`src/rtl/mul_pkg.sv`:
```
// Shared types and helpers for the sequential multiplier controller.
package mul_pkg;

  localparam int unsigned XLEN = 32;
  // Wide enough for LAT_CYCLES-1 with LAT_CYCLES up to 15.
  localparam int unsigned CNT_W = 4;

  typedef enum logic [1:0] {
    MUL    = 2'b00,
    MULH   = 2'b01,
    MULHSU = 2'b10,
    MULHU  = 2'b11
  } mul_op_e;

  typedef enum logic [1:0] {
    IDLE,
    COMPUTE,
    DONE
  } mul_state_e;

  // Magnitude of an operand under its signedness; 0x80000000 maps to itself.
  function automatic logic [XLEN-1:0] mag(input logic [XLEN-1:0] v, input logic is_signed);
    return (is_signed && v[XLEN-1]) ? (~v + XLEN'(1)) : v;
  endfunction

endpackage

```
`src/rtl/mul_sign_fix.sv`:
```
// Applies two's-complement sign correction to the unsigned product and selects a word.
module mul_sign_fix
  import mul_pkg::*;
(
  input  logic [63:0]     z_i,
  input  logic            neg_i,
  input  logic            hi_i,
  output logic [XLEN-1:0] data_o
);

  logic [63:0] w_prod;

  // Negate modulo 2^64 when the operand signs differ, then pick the half.
  always_comb begin
    w_prod = neg_i ? (~z_i + 64'd1) : z_i;
    data_o = hi_i ? w_prod[63:32] : w_prod[31:0];
  end

endmodule

```
`src/rtl/mul_seq_ctrl.sv`:
```
// Sequencer sharing an external 32x32 multiplier for MUL/MULH/MULHSU/MULHU.
module mul_seq_ctrl #(
  parameter int unsigned XLEN       = 32,
  parameter int unsigned LAT_CYCLES = 2
) (
  input  logic            clk_i,
  input  logic            rst_i,
  input  logic            req_valid_i,
  output logic            req_ready_o,
  input  logic [1:0]      req_op_i,
  input  logic [XLEN-1:0] req_rs1_i,
  input  logic [XLEN-1:0] req_rs2_i,
  output logic            rsp_valid_o,
  input  logic            rsp_ready_i,
  output logic [XLEN-1:0] rsp_data_o,
  output logic            busy_o,
  output logic [XLEN-1:0] mul_x_o,
  output logic [XLEN-1:0] mul_y_o,
  input  logic [64:0]     mul_z_i
);

  import mul_pkg::*;

  mul_state_e         r_state, w_state_next;
  logic [CNT_W-1:0]   r_cnt, w_cnt_next;
  logic [XLEN-1:0]    r_x, w_x_next;
  logic [XLEN-1:0]    r_y, w_y_next;
  logic               r_neg, w_neg_next;
  logic               r_hi, w_hi_next;
  logic               r_rsp_valid, w_rsp_valid_next;
  logic [XLEN-1:0]    r_rsp_data, w_rsp_data_next;

  mul_op_e            w_op;
  logic               w_a_signed;
  logic               w_b_signed;
  logic [XLEN-1:0]    w_fix_data;
  // Product bit 64 is never meaningful for a 32x32 multiply.
  logic               w_unused_z64;

  assign w_unused_z64 = mul_z_i[64];
  assign w_op         = mul_op_e'(req_op_i);
  assign w_a_signed   = (w_op == MULH) || (w_op == MULHSU);
  assign w_b_signed   = (w_op == MULH);

  mul_sign_fix u_sign_fix (
    .z_i    (mul_z_i[63:0]),
    .neg_i  (r_neg),
    .hi_i   (r_hi),
    .data_o (w_fix_data)
  );

  // Next-state and datapath updates for the IDLE -> COMPUTE -> DONE sequence.
  always_comb begin
    w_state_next     = r_state;
    w_cnt_next       = r_cnt;
    w_x_next         = r_x;
    w_y_next         = r_y;
    w_neg_next       = r_neg;
    w_hi_next        = r_hi;
    w_rsp_valid_next = r_rsp_valid;
    w_rsp_data_next  = r_rsp_data;
    case (r_state)
      IDLE: begin
        if (req_valid_i) begin
          w_x_next     = mag(req_rs1_i, w_a_signed);
          w_y_next     = mag(req_rs2_i, w_b_signed);
          w_neg_next   = (w_a_signed & req_rs1_i[XLEN-1]) ^ (w_b_signed & req_rs2_i[XLEN-1]);
          w_hi_next    = (w_op != MUL);
          w_cnt_next   = CNT_W'(LAT_CYCLES - 1);
          w_state_next = COMPUTE;
        end
      end
      COMPUTE: begin
        if (r_cnt == '0) begin
          w_rsp_data_next  = w_fix_data;
          w_rsp_valid_next = 1'b1;
          w_state_next     = DONE;
        end else begin
          w_cnt_next = r_cnt - CNT_W'(1);
        end
      end
      DONE: begin
        if (rsp_ready_i) begin
          w_rsp_valid_next = 1'b0;
          w_state_next     = IDLE;
        end
      end
      default: w_state_next = IDLE;
    endcase
  end

  // State and datapath registers with synchronous reset.
  always_ff @(posedge clk_i) begin
    if (rst_i) begin
      r_state     <= IDLE;
      r_cnt       <= '0;
      r_x         <= '0;
      r_y         <= '0;
      r_neg       <= 1'b0;
      r_hi        <= 1'b0;
      r_rsp_valid <= 1'b0;
      r_rsp_data  <= '0;
    end else begin
      r_state     <= w_state_next;
      r_cnt       <= w_cnt_next;
      r_x         <= w_x_next;
      r_y         <= w_y_next;
      r_neg       <= w_neg_next;
      r_hi        <= w_hi_next;
      r_rsp_valid <= w_rsp_valid_next;
      r_rsp_data  <= w_rsp_data_next;
    end
  end

  assign req_ready_o = (r_state == IDLE);
  assign busy_o      = (r_state == COMPUTE) || (r_state == DONE);
  assign rsp_valid_o = r_rsp_valid;
  assign rsp_data_o  = r_rsp_data;
  assign mul_x_o     = r_x;
  assign mul_y_o     = r_y;

endmodule

```
`config.mk`:
```
export PLATFORM = sky130hd
export DESIGN_NAME = mul_seq_ctrl
export DESIGN_NICKNAME = d
export VERILOG_FILES = /design/src/rtl/mul_pkg.sv /design/src/rtl/mul_sign_fix.sv /design/src/rtl/mul_seq_ctrl.sv
export SDC_FILE = /design/constraint.sdc
export NUM_CORES = 1
export LEC_CHECK = 0
export CORE_MARGIN = 2
export CORE_UTILIZATION = 48
export CTS_CLUSTER_DIAMETER = 100
export DETAILED_ROUTE_END_ITERATION = 8
export PLACE_DENSITY = 0.82
export SLEW_MARGIN = 20
export SYNTH_ARGS = -nofsm -noshare
export SYNTH_HDL_FRONTEND = slang
export SYNTH_HIERARCHICAL = 1
export SYNTH_SLANG_ARGS = --single-unit
```
`constraint.sdc`:
```
create_clock -name clk_i -period 3.2 [get_ports clk_i]
set_input_delay 0.64 -clock clk_i [delete_from_list [all_inputs] [get_ports clk_i]]
set_output_delay 0.64 -clock clk_i [all_outputs]
set_load 0.01 [all_outputs]
```
==> impl_results.md, run 1 <==
* Total grt overflow at 0
* DP Wirelength at 19500 um
* Final RePlAce weighted congestion at 0.965
* Synthesized area at 7380 um2
* Chip width at 128 um
* Gr busiest metal: met2
* Die area at 16400 um2
* IO Pins at 234
* Layout area overhead at 46.0%
* Tot Pwr at 6.02 mW
* Unrepaired setup endpoints after global routing: yes
* Max VDD drop at 0.000350 V
* Status: finished clean
* Vert. Die Dim at 128 um
* Core area at 15100 um2
* H-tree Lvls at 3
* Area share of the largest cell type after synthesis at 28.5%
* CTS Buffer Depth at 2
* Min Tclk post-route at 3.08 ns
* Final Skew at 0.0136 ns
* Critical path class: primary input to register
* Drt total wl at 25400 um
* Floorplan row count at 45
* Final setup vio count at 0
* Largest net degree at the start of global routing at 43
* Slew Viols, Final at 0
* Post-Synthesis Cells at 975
* Most common cell in the netlist: nor2_1
* Netlist cell types at 70
* Port bufs at 232
* Crit path cell chain: clkdlybuf4s50_1 > or4_4 > nor4_1 > nand4_1 > o41ai_1 > xor2_1 > a21oi_1 > nand2_1 > a21oi_1
* GR Layer Usage met3 at 8.56%
* Final ANT Viol Nets at 0
* Max-cap violations at 0
* Worst-Margin Slew at 0.676 ns
* Final hold viol count at 0
* Post-synth ARST share at 0%
* Crit path largest cell delay at 0.59 ns
* Crit path max-delay cell type: or4_4
* Fmax at 0.325 GHz
* Worst-skew pair later-pin latency at 0.37 ns
* First-pass GRT wire length at 40600 um
* Syn Area/Cell at 7.57 um2
* DR WL/cell at 17.5 um
* Register bit count reported by yosys at 105
* Number of synthesized flops with an enable pin at 0
* Part of the cycle the worst path needs at 96.2%
* Clock sink count at 105
* Final core utilization at 71.4%
* CP max FO at 5
* DR vias at 8634
* CTS Root Cell: clkbuf_16
* Worst setup SP type: primary input
* CTS tree: done
* Post-synth top area cell: dfxtp_1
* Hold Path Class: register to register
* Slew headroom at 54.8%
* Ant. Diodes at 0
* Placed Area at 10500 um2
* Synth warn at 6
* Top FF cell, synth: dfxtp_1
* Drt first pass iters at 5
* Initial DRC count at 751
* Pwr/cell area at 558 nW/um2
* Drt via density at 5.94
* Final Instance Area at 10800 um2
* Crit path DAT at 3.37 ns
* Worst path required time at 3.49 ns
* Hold_ws at 0.454 ns
* GR Util met1 at 38.5%
* Mapped Nets at 1122
* Fraction of layout cells with a size suffix above 1 at 12.6%
* Total CTS buffers at 9
* Post-CTS Setup Bufs at 0
* Worst path most repeated cell: a21oi_1
* LEAKAGE at 3.84 nW
* Top cells by instance count after synthesis: nor2_1 (125), nand2_1 (111), dfxtp_1 (105)
* DR DRC count at 0
* Kind of end point of the critical path: register
* All-Layer GR Usage at 30.8%
* Fin nets at 1408
* Starting Density at 48.9%
* Vias in the first global route at 8079
* Clk pin slew, worst setup/hold paths at 0.07 ns
* Top cells by area, synth: dfxtp_1 (28%), nor2_1 (6.4%), xor2_1 (6.3%)
* Grt met2 use at 50.0%
* Seq/Total Area, Yosys at 28.5%
* Antenna violations before repair at 0
==> metal layers <==
layer	share of wire [%]	wire, um
met1	40	10100
met2	46	11700
met3	10	2600
met4	3.7	944
met5	0	0
==> flip-flops by register name, indices dropped and copies added, names as in the netlist <==
signal,flops
r_state,2
r_cnt,4
mul_y_o,32
r_neg,1
mul_x_o,32
r_hi,1
rsp_data_o,32
rsp_valid_o,1
==> cell usage in the layout (no fill, tap or decap), types with 17 or more instances in the layout <==
cell type / netlist / routed
clkdlybuf4s50_1: 0 / 231
nor2_1: 125 / 125
nand2_1: 111 / 111
buf_4: 1 / 109
dfxtp_1: 105 / 103
a21oi_1: 73 / 73
xor2_1: 53 / 53
xnor2_1: 50 / 50
a211oi_1: 43 / 43
o21ai_0: 37 / 37
nor3_1: 31 / 31
a31oi_1: 21 / 21
inv_1: 20 / 20
o31ai_1: 20 / 20
nor4_1: 19 / 19
or4_1: 19 / 18
or3_1: 17 / 17
==> kinds of logic after synthesis <==
family	Yosys count	synth area share, %
AO/OA/AOI/OAI	260	23.5
multiplexers	14	1.90
AND/OR/NAND/NOR	395	26.6
XOR/XNOR	103	12.2
buffers and inverters	86	5.22
flip-flops	105	28.5
adder cells (fa/ha/maj)	12	2.03
==> worst max-delay path, delay by kind of cell <==
family / cells / cell delay [ns]
AOI/OAI and AO/OA: 3 / 0.83
xor gates and xnor gates: 1 / 0.11
buffers and inverters: 1 / 0.44
and+or+nand+nor: 4 / 1.35
==> final timing paths <==
path                                startpoint  slack (ns)  depth (start not counted)        endpoint
worst max-delay path               mul_z_i[34]        0.12                          9  rsp_data_o[24]
worst min-delay path            rsp_data_o[17]        0.45                          2  rsp_data_o[17]
worst max register to register        r_cnt[0]        1.18                          7      r_state[1]
worst min register to register  rsp_data_o[17]        0.45                          2  rsp_data_o[17]
==> timing repair <==
item,4_1_cts,5_1_grt
hold endpoints to repair,0,0
resized for setup,0,3
hold buffers,0,0
setup endpoints to repair,0,7
==> per-stage QoR <==
stage	TNS (ns)	std cells	worst slack [ns]
2_1_floorplan	0	975	0.359
3_3_place_gp	-2.47	1438	-0.208
3_5_place_dp	-3.33	1438	-0.231
4_1_cts	0	1454	0.125
5_1_grt	-0.0140	1454	-0.0138
6_report	0	1454	0.122
==> power breakdown <==
part | total, mW | switching (mW) | internal (mW)
clock | 1.13 | 0.545 | 0.584
sequential | 1.88 | 0.239 | 1.64
combinational | 3.00 | 1.56 | 1.45
==> final cells by class <==
cell class                 count  area (um2)
multi-input combinational    784        4930
fill                        1227        4310
timing repair buffer         340        3130
sequential                   105        2100
clock buffer                  11         253
tap                          188         235
inverter                      21        78.8
clock inverter                 5        43.8
Power figures use the tool's default switching activity.
==> run 2, diff against run 1 <==
==> constraint.sdc (replaced) <==
create_clock -name clk_i -period 3.2 [get_ports clk_i]
set_input_delay 0.96 -clock clk_i [delete_from_list [all_inputs] [get_ports clk_i]]
set_output_delay 0.96 -clock clk_i [all_outputs]
set_load 0.01 [all_outputs]
==> run 2 against run 1 <==
The run now ends with setup timing left; sequential cell count unchanged; critical endpoint is now rsp_data_o[11]; sequential share of layout area down 1.4 points; wire length up 6.0%; core utilization up 5.7 points; sequential power about the same; register-to-register slack worse by 0.16 ns; combinational power up 6%; total power up 2.0%; design area up 8.0%.
==> impl_results.md, run 2 (synthesized netlist as in run 1, its figures left out) <==
* Fin nets at 1478 (+5.0%)
* CTS tree: done
* Failing checks: setup timing
* Vert. Die Dim at 128 um (unchanged)
* Fmax at 0.308 GHz (-5.2%)
* H-tree Lvls at 3 (unchanged)
* Worst-skew pair later-pin latency at 0.35 ns (-0.02 ns)
* Floorplan row count at 45 (unchanged)
* Final setup margin at -0.0470 ns (-0.170 ns)
* Die area at 16400 um2 (unchanged)
* Antenna violations before repair at 0 (unchanged)
* DP Worst Slack at -0.606 ns (-0.375 ns)
* FILL cells at 1098 (-11%)
* Pwr/cell area at 527 nW/um2 (-5.6%)
* Top Family by Delay on Critical Path: simple AND/OR/NAND/NOR gates
* Setup tns final at -0.0470 ns (-0.0470 ns)
* Clk pin slew, worst setup/hold paths at 0.08 ns (about the same)
* Placed Area at 10900 um2 (+4.6%)
* Worst setup SP type: primary input
* All-Layer GR Usage at 30.9% (+0.086 points)
* CP max FO at 5 (unchanged)
* Critical path class: primary input to register
* DR vias at 9009 (+4.3%)
* Unrepaired setup endpoints after global routing: yes
* Final Skew at 0.0135 ns (-0.000115 ns)
* Largest net degree at the start of global routing at 53 (+23%)
* Port bufs at 232 (unchanged)
* Status: finished, violations left
* Final setup vio count at 1 (+1)
* Crit path cell chain: clkdlybuf4s50_1 > buf_4 > or3_1 > or4b_4 > o21ai_0 > xor2_1 > a21oi_1 > nand2_1 > a21oi_1
* Fraction of layout cells with a size suffix above 1 at 20.3% (+7.6 points)
* Slew headroom at 45.4% (-9.4 points)
* Min Tclk post-route at 3.25 ns (+0.170 ns)
* Kind of end point of the critical path: register
* Worst R2R Setup Slack at 1.02 ns (-0.16 ns)
* Fin cells at 1524 (+4.8%)
* Final Instance Area at 11600 um2 (+8.0%)
* Final RePlAce weighted congestion at 0.947 (-1.8%)
* Core area at 15100 um2 (unchanged)
* Crit path DAT at 3.53 ns (+0.16 ns)
* Chip width at 128 um (unchanged)
* Drt via density at 5.91 (-0.45%)
* Final ANT Viol Nets at 0 (unchanged)
* Worst Path Buf+Inv at 2 (+1)
* Worst-Margin Slew at 0.816 ns (+0.140 ns)
* R2R depth at 6 (-1)
* DP Wirelength at 19900 um (+1.7%)
* Slew Viols, Final at 0 (unchanged)
* CTS Buffer Depth at 2 (unchanged)
* Final core utilization at 77.1% (+5.7 points)
* Crit path largest cell delay at 0.54 ns (-0.05 ns)
* CTS Root Cell: clkbuf_16
* Tot Pwr at 6.13 mW (+2.0%)
* Drt total wl at 26900 um (+6.0%)
* Hold buffers post-CTS at 0 (unchanged)
* Clock sink count at 105 (unchanged)
* Starting Density at 48.9% (unchanged)
* Max VDD drop at 0.000338 V (-3.3%)
* Commonest non-fill, non-tap cell in the layout: clkdlybuf4s50_1
* DR WL/cell at 17.7 um (+1.1%)
* Total grt overflow at 0 (unchanged)
* Hold_ws at 0.457 ns (+0.00245 ns)
* IO Pins at 234 (unchanged)
* Most frequent cells in the layout: clkdlybuf4s50_1 (212), buf_4 (174), nor2_1 (124), nand2_1 (111), dfxtp_1 (103)
* Layout area overhead at 57.7%
* Total CTS buffers at 9 (unchanged)
* WP depth at 9 (unchanged)
* DR DRC count at 0 (unchanged)
* Final hold viol count at 0 (unchanged)
* Initial DRC count at 745 (-0.80%)
* Worst path most repeated cell: a21oi_1
* Placed instance count at 1500 (+4.3%)
* Part of the cycle the worst path needs at 101% (+5.3 points)
* Ant. Diodes at 0 (unchanged)
* Drt first pass iters at 6 (+1)
* Worst path required time at 3.49 ns (about the same)
* Hold depth at 2 (unchanged)
* LEAKAGE at 4.35 nW (+13%)
* First-pass GRT wire length at 40800 um (+0.59%)
* Max-cap violations at 0 (unchanged)
* Vias in the first global route at 8374 (+3.7%)
* Hold Path Class: register to register
* Crit path max-delay cell type: or4b_4
[run 2: changes by cell type in the layout (fill, tap and decap cells not counted), sizes merged]
cell	change
buf	+70
clkbuf	+1
clkdlybuf4s15	+1
clkdlybuf4s50	-19
clkinv	+1
clkinvlp	+1
dlygate4sd2	+5
dlymetal6s2s	+11
inv	-1
[run 2: repair_timing]
item / in CTS / in global routing
gates resized for setup: 36 / 60
buffers inserted: 4 / 5
endpoints found under the hold margin: 0 / 0
pin swaps: 13 / 25
setup endpoints to repair: 25 / 31
cloned: 0 / 0
[run 2: cell type report]
type / count / area [um2] / share of cell area (%)
clock buffer: 10 / 229 / 1.97
sequential: 105 / 2100 / 18.1
clock inverter: 6 / 51.3 / 0.441
multi-input combinational: 784 / 5240 / 45.0
inverter: 21 / 78.8 / 0.677
tap: 188 / 235 / 2.02
timing repair buffer: 410 / 3700 / 31.8
[run 2: per-layer routing]
layer / global-route usage (%) / up-vias / share of wire (%)
met5: 0 / - / 0
met4: 11.4 / 0 / 3.3
met3: 8.01 / 84 / 9.3
met2: 53.1 / 485 / 48
met1: 37.2 / 4141 / 39
li1: - / 4299 / -
[run 2: final timing paths]
path | startpoint | to
worst max-delay path | mul_z_i[42] | rsp_data_o[11]
worst min-delay path | rsp_data_o[16] | rsp_data_o[16]
worst max register to register | r_state[1] | rsp_data_o[15]
worst min register to register | rsp_data_o[16] | rsp_data_o[16]
[run 2: where the power goes]
| part | internal (mW) | switching [mW] |
|---|---|---|
| clock | 0.540 | 0.527 |
| sequential | 1.64 | 0.247 |
| combinational | 1.54 | 1.64 |
[run 2: worst reg2reg max path, delay by kind of cell (launching register included)]
kind / cells / cell delay (ns)
and+or+nand+nor: 2 / 0.72
buffers and inverters: 2 / 0.57
adders and majority gates: 1 / 0.36
DFF: 1 / 0.33
AOI/OAI and AO/OA: 1 / 0.06
==> run 3, diff against run 2 <==
- CORE_MARGIN: 2 -> default
- CORE_UTILIZATION: 48 -> 60
- DONT_BUFFER_PORTS: default -> 1
- PLACE_DENSITY: 0.82 -> 0.76
==> run 3 against run 2 <==
The flow now finishes without violations; setup slack improved by 0.30 ns; register-to-register slack improved by 0.09 ns; count of clock-buffer cells in the layout unchanged; sequential power increased by 9%; global-route usage increased by 0.16 points; total power decreased by 19%; non-clock buffer count decreased by 359; hold slack improved by 0.042 ns; via count decreased by 21%; clock power about the same; maximum frequency increased by 10%.
==> impl_results.md, run 3 (synthesized netlist as in run 1, its figures left out) <==
* Status: finished clean
* Ant. Diodes at 0 (unchanged)
* LEAKAGE at 2.67 nW (-39%)
* Worst Hold Path EP: rsp_data_o[22]
* Total CTS buffers at 9 (unchanged)
* Antenna violations before repair at 0 (unchanged)
* Worst reg2reg startpoint: r_neg
* Final hold viol count at 0 (unchanged)
* DR DRC count at 0 (unchanged)
* FILL cells at 1113 (+1.4%)
* Worst setup SP type: primary input
* Fin nets at 1119 (-24%)
* Worst-skew pair later-pin latency at 0.35 ns (about the same)
* Floorplan row count at 40 (-11%)
* Fraction of layout cells with a size suffix above 1 at 9.75% (-11 points)
* Hold Startpoint: rsp_data_o[22]
* Port bufs at 0 (-100%)
* Kind of end point of the critical path: register
* Core area at 12000 um2 (-20%)
* Slew headroom at 43.1% (-2.3 points)
* Most frequent cells in the layout: nor2_1 (125), nand2_1 (111), dfxtp_1 (103), a21oi_1 (73), xor2_1 (53)
* Worst path required time at 3.49 ns (about the same)
* Drt via density at 6.37 (+7.8%)
* H-tree Lvls at 3 (unchanged)
* Final ANT Viol Nets at 0 (unchanged)
* DR WL/cell at 18.2 um (+3.3%)
* Initial DRC count at 465 (-38%)
* Starting Density at 61.4% (+13 points)
* Die area at 12700 um2 (-22%)
* Hold Path Class: register to register
* Setup tns final at 0 ns (+0.0470 ns)
* Largest net degree at the start of global routing at 104 (+96%)
* Pwr/cell area at 625 nW/um2 (+18%)
* Drt first pass iters at 5 (-1)
* Chip width at 113 um (-12%)
* First-pass GRT wire length at 31800 um (-22%)
* Final setup vio count at 0 (-1)
* Hold depth at 2 (unchanged)
* Min Tclk post-route at 2.94 ns (-0.303 ns)
* Drt total wl at 20500 um (-24%)
* Clock sink count at 105 (unchanged)
* DP Wirelength at 15400 um (-22%)
* Part of the cycle the worst path needs at 92.0% (-9.5 points)
* Register area at 2100 um2 (unchanged)
* Crit path DAT at 3.23 ns (-0.30 ns)
* Total grt overflow at 0 (unchanged)
* Clk pin slew, worst setup/hold paths at 0.06 ns (-0.02 ns)
* Layout area overhead at 7.68%
* CP max FO at 5 (unchanged)
* Post-CTS Setup Bufs at 0 (-4)
* Area occupied by multi-input gates at 4910 um2 (-6.3%)
* Final RePlAce weighted congestion at 0.977 (+3.1%)
* Commonest non-fill, non-tap cell in the layout: nor2_1
* Max VDD drop at 0.000421 V (+24%)
* Final Skew at 0.00762 ns (-0.00590 ns)
* Vert. Die Dim at 113 um (-12%)
* Hold_ws at 0.499 ns (+0.0417 ns)
* Reg-to-reg endpoint: rsp_data_o[25]
* Worst R2R Setup Slack at 1.11 ns (+0.09 ns)
* CTS tree: done
* All-Layer GR Usage at 31.1% (+0.16 points)
* DR vias at 7145 (-21%)
* CTS Root Cell: clkbuf_16
* Slew Viols, Final at 0 (unchanged)
* IO Pins at 234 (unchanged)
* Fmax at 0.340 GHz (+10%)
* Vias in the first global route at 6616 (-21%)
* Hold buffers post-CTS at 0 (unchanged)
* Worst-Margin Slew at 0.851 ns (+0.0353 ns)
* Max-cap violations at 0 (unchanged)
* Post_cts resized at 0 (-100%)
* Unrepaired setup endpoints after global routing: no
* CTS Buffer Depth at 2 (unchanged)
* R2R depth at 7 (+1)
* Critical path class: primary input to register
run 3: layout make-up:
type                    instances  area share (%)
clock inverters                 3           0.567
clock buffers                  10            2.88
repair buffers                 51            4.97
multi-input cells             784            61.8
inverters                      21           0.992
well taps                     147            2.31
flip-flops and latches        105            26.5
run 3: critical path, stage by stage:
cell	delay [ns]
or4_4	0.55
or4b_2	0.80
o31ai_1	0.32
xor2_1	0.10
a21oi_1	0.29
nand2_1	0.10
a21oi_1	0.12
run 3: worst max-delay path by stage:
stage	startpoint	endpoint	slack, ns
2_1_floorplan	mul_z_i[34]	rsp_data_o[26]	0.04
3_3_place_gp	mul_z_i[34]	rsp_data_o[25]	-0.03
3_5_place_dp	mul_z_i[34]	rsp_data_o[25]	-0.06
4_1_cts	mul_z_i[34]	rsp_data_o[25]	0.30
5_1_grt	mul_z_i[6]	rsp_data_o[17]	0.08
6_report	mul_z_i[34]	rsp_data_o[25]	0.26
run 3: metal layers:
layer / up-vias / wire [um] / track usage (%)
met1: 3307 / 8030 / 34.6
met4: 0 / 514 / 12.9
met2: 254 / 9900 / 54.0
li1: 3549 / - / -
met5: - / 0 / 0
met3: 35 / 2010 / 10.9
run 3: per-stage QoR:
step	util [%]	instances	total power, mW	cell area [um2]	worst slack (ns)
2_1_floorplan	-	975	3.53	7380	0.0387
3_3_place_gp	63.9	1108	3.89	7670	-0.0341
3_5_place_dp	63.9	1108	3.93	7670	-0.0563
4_1_cts	66.2	1121	5.01	7950	0.305
5_1_grt	66.2	1121	5.30	7950	0.0803
6_report	66.2	1121	4.96	7950	0.256
run 3: power breakdown:
| part | total, mW | switching [mW] | leakage (nW) | internal [mW] |
|---|---|---|---|---|
| sequential | 2.06 | 0.415 | 0.864 | 1.65 |
| clock | 1.07 | 0.474 | 0.127 | 0.594 |
| combinational | 1.83 | 1.06 | 1.68 | 0.773 |
